`src/rtl/fetch_queue_pkg.sv`:
```
// fetch_queue_pkg: definitions shared by the fetch queue, its interface and the bench.
//   FQ_XLEN             default address/instruction width
//   INSTR_NOP           word presented on instr_o while no head is valid
//   fetch_state_t       FS_FETCH (issuing) / FS_DRAIN (discarding stale responses)
//   fetch_queue_entry_t one queued instruction with the PC it was fetched from
package fetch_queue_pkg;

   localparam int FQ_XLEN = 32;
   localparam logic [31:0] INSTR_NOP = 32'h00000013;

   typedef enum logic {
      FS_FETCH = 1'b0,
      FS_DRAIN = 1'b1
   } fetch_state_t;

   typedef struct packed {
      logic [FQ_XLEN-1:0] pc;
      logic [FQ_XLEN-1:0] instr;
   } fetch_queue_entry_t;

endpackage

```
`src/rtl/fetch_queue_if.sv`:
```
// fetch_queue_if: imem request/response, redirect and decode handshake bundle.
//   master : the fetch queue (drives imem requests and the decode head)
//   slave  : the environment (imem, EX/MEM redirect source, decode)
interface fetch_queue_if
   import fetch_queue_pkg::*;
#(
   parameter int XLEN = FQ_XLEN
);
   logic            imem_rd_valid_o;
   logic [XLEN-1:0] imem_rd_addr_o;
   logic            imem_rd_ready_i;
   logic            imem_rsp_valid_i;
   logic [XLEN-1:0] imem_rsp_data_i;
   logic            redirect_i;
   logic [XLEN-1:0] redirect_pc_i;
   logic            instr_valid_o;
   logic [XLEN-1:0] instr_o;
   logic [XLEN-1:0] pc_o;
   logic            instr_ready_i;

   modport master (
      output imem_rd_valid_o, imem_rd_addr_o,
      input  imem_rd_ready_i, imem_rsp_valid_i, imem_rsp_data_i,
      input  redirect_i, redirect_pc_i,
      output instr_valid_o, instr_o, pc_o,
      input  instr_ready_i
   );

   modport slave (
      input  imem_rd_valid_o, imem_rd_addr_o,
      output imem_rd_ready_i, imem_rsp_valid_i, imem_rsp_data_i,
      output redirect_i, redirect_pc_i,
      input  instr_valid_o, instr_o, pc_o,
      output instr_ready_i
   );
endinterface

```
`src/rtl/fetch_queue_sync_fifo.sv`:
```
// sync_fifo: WIDTH x DEPTH synchronous FIFO with flush (DEPTH a power of two).
//   clk_i, reset_i : clock, synchronous active-high reset
//   flush_i        : empty the FIFO next cycle (overrides write/read)
//   wr_en_i/wr_data_i : push; ignored when full (flagged by assertion)
//   rd_en_i        : pop head; ignored when empty
//   rd_data_o      : head entry (combinational read)
//   count_o        : occupancy, 0..DEPTH
module sync_fifo #(
   parameter int WIDTH = 32,
   parameter int DEPTH = 4,
   localparam int AW = $clog2(DEPTH),
   localparam int CW = $clog2(DEPTH + 1)
) (
   input  logic             clk_i,
   input  logic             reset_i,
   input  logic             flush_i,
   input  logic             wr_en_i,
   input  logic [WIDTH-1:0] wr_data_i,
   input  logic             rd_en_i,
   output logic [WIDTH-1:0] rd_data_o,
   output logic [CW-1:0]    count_o
);
   logic [DEPTH-1:0][WIDTH-1:0] mem_q, mem_d;
   logic [AW-1:0]               wr_ptr_q, wr_ptr_d, rd_ptr_q, rd_ptr_d;
   logic [CW-1:0]               count_q, count_d;
   logic                        full, empty, do_wr, do_rd;

   assign full  = (count_q == CW'(DEPTH));
   assign empty = (count_q == '0);
   assign do_wr = wr_en_i && !full;
   assign do_rd = rd_en_i && !empty;

   always_comb begin
      mem_d    = mem_q;
      wr_ptr_d = wr_ptr_q;
      rd_ptr_d = rd_ptr_q;
      count_d  = count_q;
      if (flush_i) begin
         wr_ptr_d = '0;
         rd_ptr_d = '0;
         count_d  = '0;
      end else begin
         if (do_wr) begin
            mem_d[wr_ptr_q] = wr_data_i;
            wr_ptr_d        = wr_ptr_q + AW'(1);   // wraps mod DEPTH
         end
         if (do_rd) rd_ptr_d = rd_ptr_q + AW'(1);
         count_d = count_q + CW'(do_wr) - CW'(do_rd);
      end
   end

   always_ff @(posedge clk_i) begin
      if (reset_i) begin
         wr_ptr_q <= '0;
         rd_ptr_q <= '0;
         count_q  <= '0;
      end else begin
         wr_ptr_q <= wr_ptr_d;
         rd_ptr_q <= rd_ptr_d;
         count_q  <= count_d;
      end
      mem_q <= mem_d;   // storage needs no reset; count gates its visibility
   end

   assign rd_data_o = mem_q[rd_ptr_q];
   assign count_o   = count_q;

   // Callers size requests by credit, so a push into a full FIFO is a bug upstream.
   a_no_overflow: assert property (@(posedge clk_i) disable iff (reset_i)
      !(wr_en_i && full && !flush_i));
endmodule

```
`src/rtl/fetch_queue.sv`:
```
// fetch_queue: PC generator + in-order DEPTH-entry instruction queue between
// the imem port and decode. Requests are issued only while a queue slot is
// guaranteed for their response; a redirect flushes the queue and drains the
// responses still owed by imem before fetching from the new target.
//   clk_i, reset_i : clock, synchronous active-high reset
//   bus (master)   : imem request/response, redirect, decode head handshake
// Optional: FETCH_QUEUE_BYPASS_EN - a response arriving while the queue is
// empty is forwarded to decode in the same cycle (written only if not taken).
module fetch_queue
   import fetch_queue_pkg::*;
#(
   parameter int              XLEN     = FQ_XLEN,
   parameter int              DEPTH    = 4,
   parameter logic [XLEN-1:0] RESET_PC = XLEN'(32'h00010000)
) (
   input  logic       clk_i,
   input  logic       reset_i,
   fetch_queue_if.master bus
);
   localparam int CW = $clog2(DEPTH + 1);

   fetch_state_t    state_q, state_d;
   logic [XLEN-1:0] fetch_pc_q, fetch_pc_d;
   logic [CW-1:0]   inflight_q, inflight_d;
   logic [CW-1:0]   stale_q, stale_d;

   logic [CW-1:0]     q_count, t_count;
   logic [2*XLEN-1:0] q_wr_data, q_rd_data;
   logic [XLEN-1:0]   t_rd_data;
   logic              q_empty, q_wr_en, q_rd_en;
   logic              credit, rd_valid, accept, rsp, live_rsp, byp, head_valid, dequeue;

   assign q_empty = (q_count == '0);
   assign credit  = ({1'b0, q_count} + {1'b0, inflight_q}) < (CW+1)'(DEPTH);
   assign rd_valid = !reset_i && (state_q == FS_FETCH) && credit;
   assign accept   = rd_valid && bus.imem_rd_ready_i;
   assign rsp      = bus.imem_rsp_valid_i;
   // A response is kept only in FS_FETCH with no redirect this cycle; all others are stale.
   assign live_rsp = rsp && (state_q == FS_FETCH) && !bus.redirect_i;

`ifdef FETCH_QUEUE_BYPASS_EN
   assign byp = live_rsp && q_empty;
`else
   assign byp = 1'b0;
`endif

   assign head_valid = !q_empty || byp;
   assign dequeue    = !reset_i && head_valid && bus.instr_ready_i;
   assign q_rd_en    = dequeue && !q_empty && !bus.redirect_i;
   assign q_wr_en    = live_rsp && !(byp && bus.instr_ready_i);
   assign q_wr_data  = {t_rd_data, bus.imem_rsp_data_i};   // {pc, instr} like fetch_queue_entry_t

   sync_fifo #(.WIDTH(2*XLEN), .DEPTH(DEPTH)) u_instr_q (
      .clk_i     (clk_i),
      .reset_i   (reset_i),
      .flush_i   (bus.redirect_i),
      .wr_en_i   (q_wr_en),
      .wr_data_i (q_wr_data),
      .rd_en_i   (q_rd_en),
      .rd_data_o (q_rd_data),
      .count_o   (q_count)
   );

   // PC of every outstanding request, oldest at the head; popped by its response.
   sync_fifo #(.WIDTH(XLEN), .DEPTH(DEPTH)) u_tag_q (
      .clk_i     (clk_i),
      .reset_i   (reset_i),
      .flush_i   (bus.redirect_i),
      .wr_en_i   (accept),
      .wr_data_i (fetch_pc_q),
      .rd_en_i   (live_rsp),
      .rd_data_o (t_rd_data),
      .count_o   (t_count)
   );

   always_comb begin
      state_d    = state_q;
      fetch_pc_d = fetch_pc_q;
      inflight_d = inflight_q;
      stale_d    = stale_q;
      if (bus.redirect_i) begin
         fetch_pc_d = {bus.redirect_pc_i[XLEN-1:2], 2'b00};
         // Everything imem still owes us becomes stale; inflight and stale are
         // never both nonzero, so their sum is the outstanding count in any state.
         stale_d    = inflight_q + stale_q + CW'(accept) - CW'(rsp);
         inflight_d = '0;
         state_d    = (stale_d != '0) ? FS_DRAIN : FS_FETCH;
      end else begin
         case (state_q)
            FS_FETCH: begin
               if (accept) fetch_pc_d = fetch_pc_q + XLEN'(4);
               inflight_d = inflight_q + CW'(accept) - CW'(rsp);
            end
            FS_DRAIN: begin
               stale_d = stale_q - CW'(rsp);
               if (stale_d == '0) state_d = FS_FETCH;
            end
            default: state_d = FS_FETCH;
         endcase
      end
   end

   always_ff @(posedge clk_i) begin
      if (reset_i) begin
         state_q    <= FS_FETCH;
         fetch_pc_q <= RESET_PC;
         inflight_q <= '0;
         stale_q    <= '0;
      end else begin
         state_q    <= state_d;
         fetch_pc_q <= fetch_pc_d;
         inflight_q <= inflight_d;
         stale_q    <= stale_d;
      end
   end

   always_comb begin
      bus.imem_rd_valid_o = rd_valid;
      bus.imem_rd_addr_o  = fetch_pc_q;
      bus.instr_valid_o   = !reset_i && head_valid;
      bus.instr_o         = XLEN'(INSTR_NOP);
      bus.pc_o            = '0;
      if (reset_i) begin
         bus.instr_o = '0;
      end else if (byp) begin
         bus.instr_o = bus.imem_rsp_data_i;
         bus.pc_o    = t_rd_data;
      end else if (!q_empty) begin
         bus.instr_o = q_rd_data[XLEN-1:0];
         bus.pc_o    = q_rd_data[2*XLEN-1:XLEN];
      end
   end

   a_tag_tracks_inflight: assert property (@(posedge clk_i) disable iff (reset_i)
      t_count == inflight_q);
endmodule

```
`src/flat_wrapper.sv`:
```
// flat-port wrapper written by rule: the top's interface ports become plain ports
module fetch_queue_flat import fetch_queue_pkg::*;
#(
   parameter int              XLEN     = FQ_XLEN,
   parameter int              DEPTH    = 4,
   parameter logic [XLEN-1:0] RESET_PC = XLEN'(32'h00010000)
)
  (clk_i, reset_i, bus_imem_rd_valid_o, bus_imem_rd_addr_o, bus_imem_rd_ready_i, bus_imem_rsp_valid_i, bus_imem_rsp_data_i, bus_redirect_i, bus_redirect_pc_i, bus_instr_valid_o, bus_instr_o, bus_pc_o, bus_instr_ready_i);
  fetch_queue_if #(.XLEN(XLEN)) bus_i ();
  input  logic clk_i;
  input  logic reset_i;
  output wire logic [$bits(bus_i.imem_rd_valid_o)-1:0] bus_imem_rd_valid_o;
  output wire logic [$bits(bus_i.imem_rd_addr_o)-1:0] bus_imem_rd_addr_o;
  input wire logic [$bits(bus_i.imem_rd_ready_i)-1:0] bus_imem_rd_ready_i;
  input wire logic [$bits(bus_i.imem_rsp_valid_i)-1:0] bus_imem_rsp_valid_i;
  input wire logic [$bits(bus_i.imem_rsp_data_i)-1:0] bus_imem_rsp_data_i;
  input wire logic [$bits(bus_i.redirect_i)-1:0] bus_redirect_i;
  input wire logic [$bits(bus_i.redirect_pc_i)-1:0] bus_redirect_pc_i;
  output wire logic [$bits(bus_i.instr_valid_o)-1:0] bus_instr_valid_o;
  output wire logic [$bits(bus_i.instr_o)-1:0] bus_instr_o;
  output wire logic [$bits(bus_i.pc_o)-1:0] bus_pc_o;
  input wire logic [$bits(bus_i.instr_ready_i)-1:0] bus_instr_ready_i;
  assign bus_imem_rd_valid_o = bus_i.imem_rd_valid_o;
  assign bus_imem_rd_addr_o = bus_i.imem_rd_addr_o;
  assign bus_i.imem_rd_ready_i = bus_imem_rd_ready_i;
  assign bus_i.imem_rsp_valid_i = bus_imem_rsp_valid_i;
  assign bus_i.imem_rsp_data_i = bus_imem_rsp_data_i;
  assign bus_i.redirect_i = bus_redirect_i;
  assign bus_i.redirect_pc_i = bus_redirect_pc_i;
  assign bus_instr_valid_o = bus_i.instr_valid_o;
  assign bus_instr_o = bus_i.instr_o;
  assign bus_pc_o = bus_i.pc_o;
  assign bus_i.instr_ready_i = bus_instr_ready_i;
  fetch_queue #(.XLEN(XLEN), .DEPTH(DEPTH), .RESET_PC(RESET_PC)) u_core (.clk_i(clk_i), .reset_i(reset_i), .bus(bus_i));
endmodule
```
`config.mk`:
```
export PLATFORM = sky130hd
export DESIGN_NAME = fetch_queue_flat
export DESIGN_NICKNAME = d
export VERILOG_FILES = /design/src/rtl/fetch_queue_pkg.sv /design/src/rtl/fetch_queue_if.sv /design/src/rtl/fetch_queue_sync_fifo.sv /design/src/rtl/fetch_queue.sv /design/src/flat_wrapper.sv
export SDC_FILE = /design/constraint.sdc
export NUM_CORES = 1
export LEC_CHECK = 0
export ABC_AREA = 1
export CAP_MARGIN = 10
export CORE_AREA = 10 10 190 192
export CTS_BUF_LIST = sky130_fd_sc_hd__clkbuf_4 sky130_fd_sc_hd__clkbuf_8
export DETAILED_ROUTE_END_ITERATION = 8
export DIE_AREA = 0 0 200 202
export PLACE_DENSITY = 0.86
export SKIP_CTS_REPAIR_TIMING = 1
export SKIP_LAST_GASP = 1
export SLEW_MARGIN = 20
export SYNTH_ARGS = -nofsm -noshare
export SYNTH_HDL_FRONTEND = slang
export SYNTH_SLANG_ARGS = --single-unit
```
`constraint.sdc`:
```
create_clock -name clk_i -period 5.4 [get_ports clk_i]
set_clock_uncertainty 0.15 [all_clocks]
set_input_delay 1.08 -clock clk_i [delete_from_list [all_inputs] [get_ports clk_i]]
set_output_delay 1.08 -clock clk_i [all_outputs]
set_load 0.05 [all_outputs]
```
==> results of run 1 <==
-- worst max path at each step --
| stage | startpoint | endpoint | slack [ps] | cells after the start |
|---|---|---|---|---|
| after floorplan | bus_redirect_i | u_core.u_instr_q.mem_q[0] | 380 | 6 |
| after global placement | reset_i | bus_instr_o[13] | 1090 | 6 |
| after detailed placement | reset_i | bus_instr_o[8] | 1050 | 6 |
| after CTS | reset_i | bus_instr_o[8] | 1050 | 6 |
| after global routing | u_core.u_instr_q.rd_ptr_q[0] | bus_pc_o[21] | 900 | 6 |
| final | reset_i | bus_instr_o[8] | 1070 | 6 |
-- cell type report --
class,count,area (µm²),share of cell area [%]
well taps,442,553.0,2.602
clock inverters,30,226.5,1.065
inverters,84,320.3,1.507
repair buffers,184,2247,10.57
multi-input cells,981,4770,22.44
clock buffers,86,1065,5.009
flip-flops and latches,419,12080,56.81
-- kinds of logic after synthesis --
kind of cell / count (synthesis) / synth area share [%]
buffers and inverters: 168 / 4.048
AND/OR/NAND/NOR: 574 / 13.23
flip-flops: 419 / 69.00
AO/OA/AOI/OAI: 359 / 10.79
adder cells (fa/ha/maj): 25 / 1.960
other: 1 / 0.02143
XOR/XNOR: 19 / 0.9512
-- cell usage in the layout, fill, tap and decap left out, drive strengths merged, types with 2 or more instances in the layout --
master	n
o221ai	4
ha	21
a21oi	97
xnor2	5
nor2	394
clkinv	22
nor3	4
dfxtp	51
inv	86
buf	83
conb	4
clkdlybuf4s50	101
fa	4
o21ai	216
a211oi	4
nand2	138
nand3	35
bufinv	3
xor2	14
edfxtp	368
clkinvlp	3
o22ai	31
a31oi	2
clkbuf	86
-- sequential cells by signal, summed over array words and instances (netlist names) --
name	count
u_core.u_instr_q.rd_ptr_q	2
u_core.u_instr_q.mem_q	248
u_core.bus.imem_rd_addr_o	30
u_core.u_instr_q.count_o	3
u_core.u_tag_q.count_o	3
u_core.u_tag_q.wr_ptr_q	2
u_core.state_q	1
u_core.stale_q	3
u_core.u_tag_q.rd_ptr_q	2
u_core.u_instr_q.wr_ptr_q	2
u_core.u_tag_q.mem_q	120
u_core.inflight_q	3
-- layer usage --
| metal | up-vias | routed length (µm) | GRT usage (%) |
|---|---|---|---|
| met1 | 5933 | 16580 | 25.28 |
| met4 | 0 | 929 | 8.764 |
| met5 | - | 0 | 0 |
| li1 | 5790 | - | - |
| met2 | 592 | 20090 | 32.94 |
| met3 | 74 | 3922 | 4.735 |
-- power groups by stage --
| stage | clock network [mW] | registers, mW | logic, mW |
|---|---|---|---|
| after floorplan | 0 | 3.87 | 0.439 |
| final | 2.62 | 3.77 | 0.776 |
| after global routing | 2.82 | 3.78 | 0.850 |
| after global placement | 0 | 3.82 | 0.747 |
| after detailed placement | 0 | 3.83 | 0.775 |
| after CTS | 2.67 | 3.76 | 0.779 |
-- worst register-to-register path, delay by kind of cell, from the launching register on --
| family | cells | cell delay (ps) |
|---|---|---|
| flops | 1 | 400 |
| simple gates | 4 | 520 |
| buf+inv | 1 | 40 |
| xor+xnor | 1 | 190 |
| compound gates | 2 | 260 |
| fa+ha+maj | 4 | 1140 |
==> results.toml, run 1 <==
[floorplan]
die_h_um = 202
die_w_um = 200
ios = 168
coreArea_mm2 = 0.03229
die_area_mm2 = 0.04040
rows = 66
start_util_pct = 54.19

[sta]
hold_viol = 0
period_minus_slack_ps = 4334
hold_slack_ps = 379.4
rsz0062_at_grt = "no"
fin_ws_ps = 1066
slew_headroom_pct = 37.34
maxSlewViolCount = 0
fmax_mhz = 230.7
setup_viol = 0
tns_ps = 0
fin_crit_sh_pct = 80.27
tightest_slew_ps = 938.9

[worst_hold_path]
whs_path_depth = 2
hp-class = "register to register"
min_to = "u_core.inflight_q[2]"
min_from = "u_core.inflight_q[2]"

[logic_synthesis]
synth.most_common_cell = "nor2_1"
syn-cell-area_mm2 = 0.01750
synthCells = 1565
yosysTopAreaCellShare_pct = 63.16
synth_edf_count = 368
synth_area_leader_cell = "edfxtp_1"
synth_seq_area_share_pct = 69.00
ys_warn_count = 0
avgSynthCellArea_um2 = 11.18
synth-seq-cells = 419
netlist_top_cells_area = "edfxtp_1 (63%), nor2_1 (8.2%), o21ai_0 (6.2%), dfxtp_1 (5.8%), nand2_1 (2.9%)"
synth.distinct_cells = 43
async_flop_share_pct = 0
synth_common_cells = "nor2_1 (383), edfxtp_1 (368), o21ai_0 (215), nand2_1 (136), a21oi_1 (97)"
ys.flop_type = "edfxtp_1"

[worst_setup_path]
r2r_slack_ps = 2620
r2r_end = "u_core.u_tag_q.count_o[2]"
crit_required_ps = 4170
cp.arrival_ps = 3100
crit_slowest_cell = "clkdlybuf4s50_1"
critPathMaxStageDelay_ps = 420
end_kind = "primary output"
reg2reg_depth = 12
cp_top_family = "buffers and inverters"
path_class = "input pin to primary output"
path_buf_inv = 4
critPathMaxFanout = 22
cp-start-kind = "input pin"
worstPathCellList = "clkdlybuf4s50_1 > inv_1 > nand2_2 > buf_4 > a21oi_1 > buf_12"
reg2reg_from = "u_core.inflight_q[2]"

[placed_design]
place.gp.congestion = 0.8914
dp_cells = 2110
io_buffers = 161
dpl.hpwl_um = 25930
placed_cell_area_mm2 = 0.01997
dp_slack_ps = 1052

[detailed_routing]
viasPerCell = 5.566
first_iter_violations = 1042
drt_pass1_iterations = 5
wire_per_inst_um = 18.65
drc_errors = 0
vias = 12390
wl_um = 41510
antenna_left = 0

[power_and_ir_drop]
seqPwrFrac_pct = 52.6
finalPower_mw = 7.158
vdd_drop_max_uv = 188.6
p_int_mw = 5.386
power_switching_mw = 1.772
power.density_mw_per_mm2 = 336.7
p_clk_share_pct = 36.5
power.share.switching_pct = 24.75
leakage_nw = 7.401
combPwrFrac_pct = 10.8

[clocking]
tritoncts = "built"
clock_latency_ps = 600
cts_buffer_depth = 3
cts_made_buffers = 66
root_buffer = "clkbuf_8"
cts.sinks = 419
clk_pin_slew_worst_paths_ps = 60
h-tree-depth = 3

[global_routing]
gr-usage-all-layers_pct = 20.24
antenna_found_initial = 0
overflow = 0
grt_max_degree = 76
grt_first_pass_wirelength_um = 64630
grt_pass1_vias = 12540

[finish]
utilization_pct = 65.84
drive_gt1_share_pct = 12.33
design_area_mm2 = 0.02126
area_delta_synth_final_pct = 21.50
antenna_cells = 0
fillCellCount = 2254
finalNonFillerCells = 2226
nets = 1831

[outcome]
status = "finished, final reports clean"

[flow_run]
cap_violations = 0
(Power assumes the default switching activity.)
==> inputs of run 2 (changes only) <==
CORE_AREA = 10 10 191 193   (was 10 10 190 192)
DIE_AREA = 0 0 201 203   (was 0 0 200 202)
PLACE_DENSITY = 0.89   (was 0.86)
clock period = 3.9 ns   (was 5.4 ns; I/O delays follow)
==> run 2 against run 1 <==
Cell area is 1.6% higher. Global-route usage is 0.20 points higher. Clock power is 40% higher. Register-to-register slack worse by 1400 ps. Via count is 2.6% higher. Die area is 1.0% higher. Cell count is 0.31% higher. Sequential cell count stayed put. Combinational power is 44% higher. Count of clock-buffer cells in the layout is 8 higher. Wire length is 4.0% higher. Largest power group unchanged.
==> results.toml, run 2 (same netlist as run 1, synthesis figures left out) <==
[sta]
setup_viol = 0
tns_ps = 0
rsz0062_at_grt = "no"
maxSlewViolCount = 0
fin_ws_ps = 316.9
hold_slack_ps = 367.7
hold_viol = 0
tightest_slew_ps = 1050
fin_crit_sh_pct = 91.87
slew_headroom_pct = 29.93
fmax_mhz = 279.1
period_minus_slack_ps = 3583

[floorplan]
ios = 168
die_area_mm2 = 0.04080
rows = 66
die_w_um = 201
start_util_pct = 53.91
die_h_um = 203
coreArea_mm2 = 0.03245

[worst_setup_path]
path_buf_inv = 3
crit_slowest_cell = "dfxtp_2"
cp.arrival_ps = 2650
critPathMaxStageDelay_ps = 650
crit_required_ps = 2970
critPathMaxFanout = 21
cp_top_family = "buffers and inverters"
cp-start-kind = "register"
path_class = "register to primary output"
end_kind = "primary output"
worstPathCellList = "inv_2 > buf_4 > nor2_1 > o21ai_0 > a21oi_1 > buf_12"

[detailed_routing]
first_iter_violations = 1234
drt_pass1_iterations = 6
vias = 12710
wl_um = 43190
drc_errors = 0
wire_per_inst_um = 19.34
antenna_left = 0
viasPerCell = 5.690

[finish]
final_common_cell = "nor2_1"
area_delta_synth_final_pct = 23.41
final_cell_mix = "nor2_1 (375), edfxtp_1 (368), o21ai_0 (215)"
nets = 1838
antenna_cells = 0
drive_gt1_share_pct = 13.23
largest_reg_flops = 248
design_area_mm2 = 0.02159
regMostFlops = "u_core.u_instr_q.mem_q"

[global_routing]
overflow = 0
grt_first_pass_wirelength_um = 67150
grt_max_degree = 95
antenna_found_initial = 1
gr-usage-all-layers_pct = 20.43
grt_pass1_vias = 12610

[clocking]
tritoncts = "built"
root_buffer = "clkbuf_8"
cts_buffer_depth = 3
cts_made_buffers = 67
clk_pin_slew_worst_paths_ps = 60
cts.sinks = 419
h-tree-depth = 3
clock_latency_ps = 580

[power_and_ir_drop]
power.density_mw_per_mm2 = 463.8
finalPower_mw = 10.01
vdd_drop_max_uv = 292.5
leakage_nw = 7.527

[placed_design]
dp_slack_ps = 380.4
io_buffers = 161
dpl.hpwl_um = 26200
place.gp.congestion = 0.8802
placed_cell_area_mm2 = 0.02028

[flow_run]
cap_violations = 0

[worst_hold_path]
hp-class = "register to register"

[outcome]
status = "finished, final reports clean"
## run 2: changes by cell type in the layout (fill, tap and decap cells not counted), sizes merged
cell and delta:
buf +10, clkinv -6, bufinv -1, clkbuf +8, clkdlybuf4s50 -4
## run 2: routing by layer
metal	share of wire, %	wire length, µm	global-route usage [%]
met5	0.030	13	0
met4	1.8	791	6.816
met3	11	4537	5.031
met2	48	20680	33.05
met1	40	17170	26.54
## run 2: path summary, 6_finish.rpt
check	from	to	slack, ps	cells past startpoint
worst min-delay path	u_core.inflight_q[0]	u_core.inflight_q[0]	370	2
worst max register to register	u_core.u_instr_q.count_o[2]	u_core.u_tag_q.count_o[2]	1210	12
worst min register to register	u_core.inflight_q[0]	u_core.inflight_q[0]	370	2
worst max-delay path	u_core.u_instr_q.rd_ptr_q[1]	bus_pc_o[20]	320	6
## run 2: final cells by class
cell class              instances  area [µm²]
clock inverters                23       170.2
flip-flops and latches        419       12080
multi-input cells             981        4770
well taps                     442       553.0
inverters                      84       320.3
fillers                      2181       10860
repair buffers                190        2557
clock buffers                  94        1144
## run 2: power by group
group	internal (mW)	switching [mW]
Sequential	5.08	0.136
Combinational	0.418	0.702
Clock	2.03	1.65
## run 2: through the flow
stage	std cells	utilization [%]
6_report	2233	66.53
5_1_grt	2233	66.53
4_1_cts	2233	66.53
3_5_place_dp	2116	62.48
3_3_place_gp	2116	62.48
2_1_floorplan	1568	-
## run 2: worst min-delay path, delay by kind of cell (launching register included)
kind,cells,cell delay [ps]
DFF,1,330
buffers and inverters,1,80
AOI/OAI and AO/OA,1,60
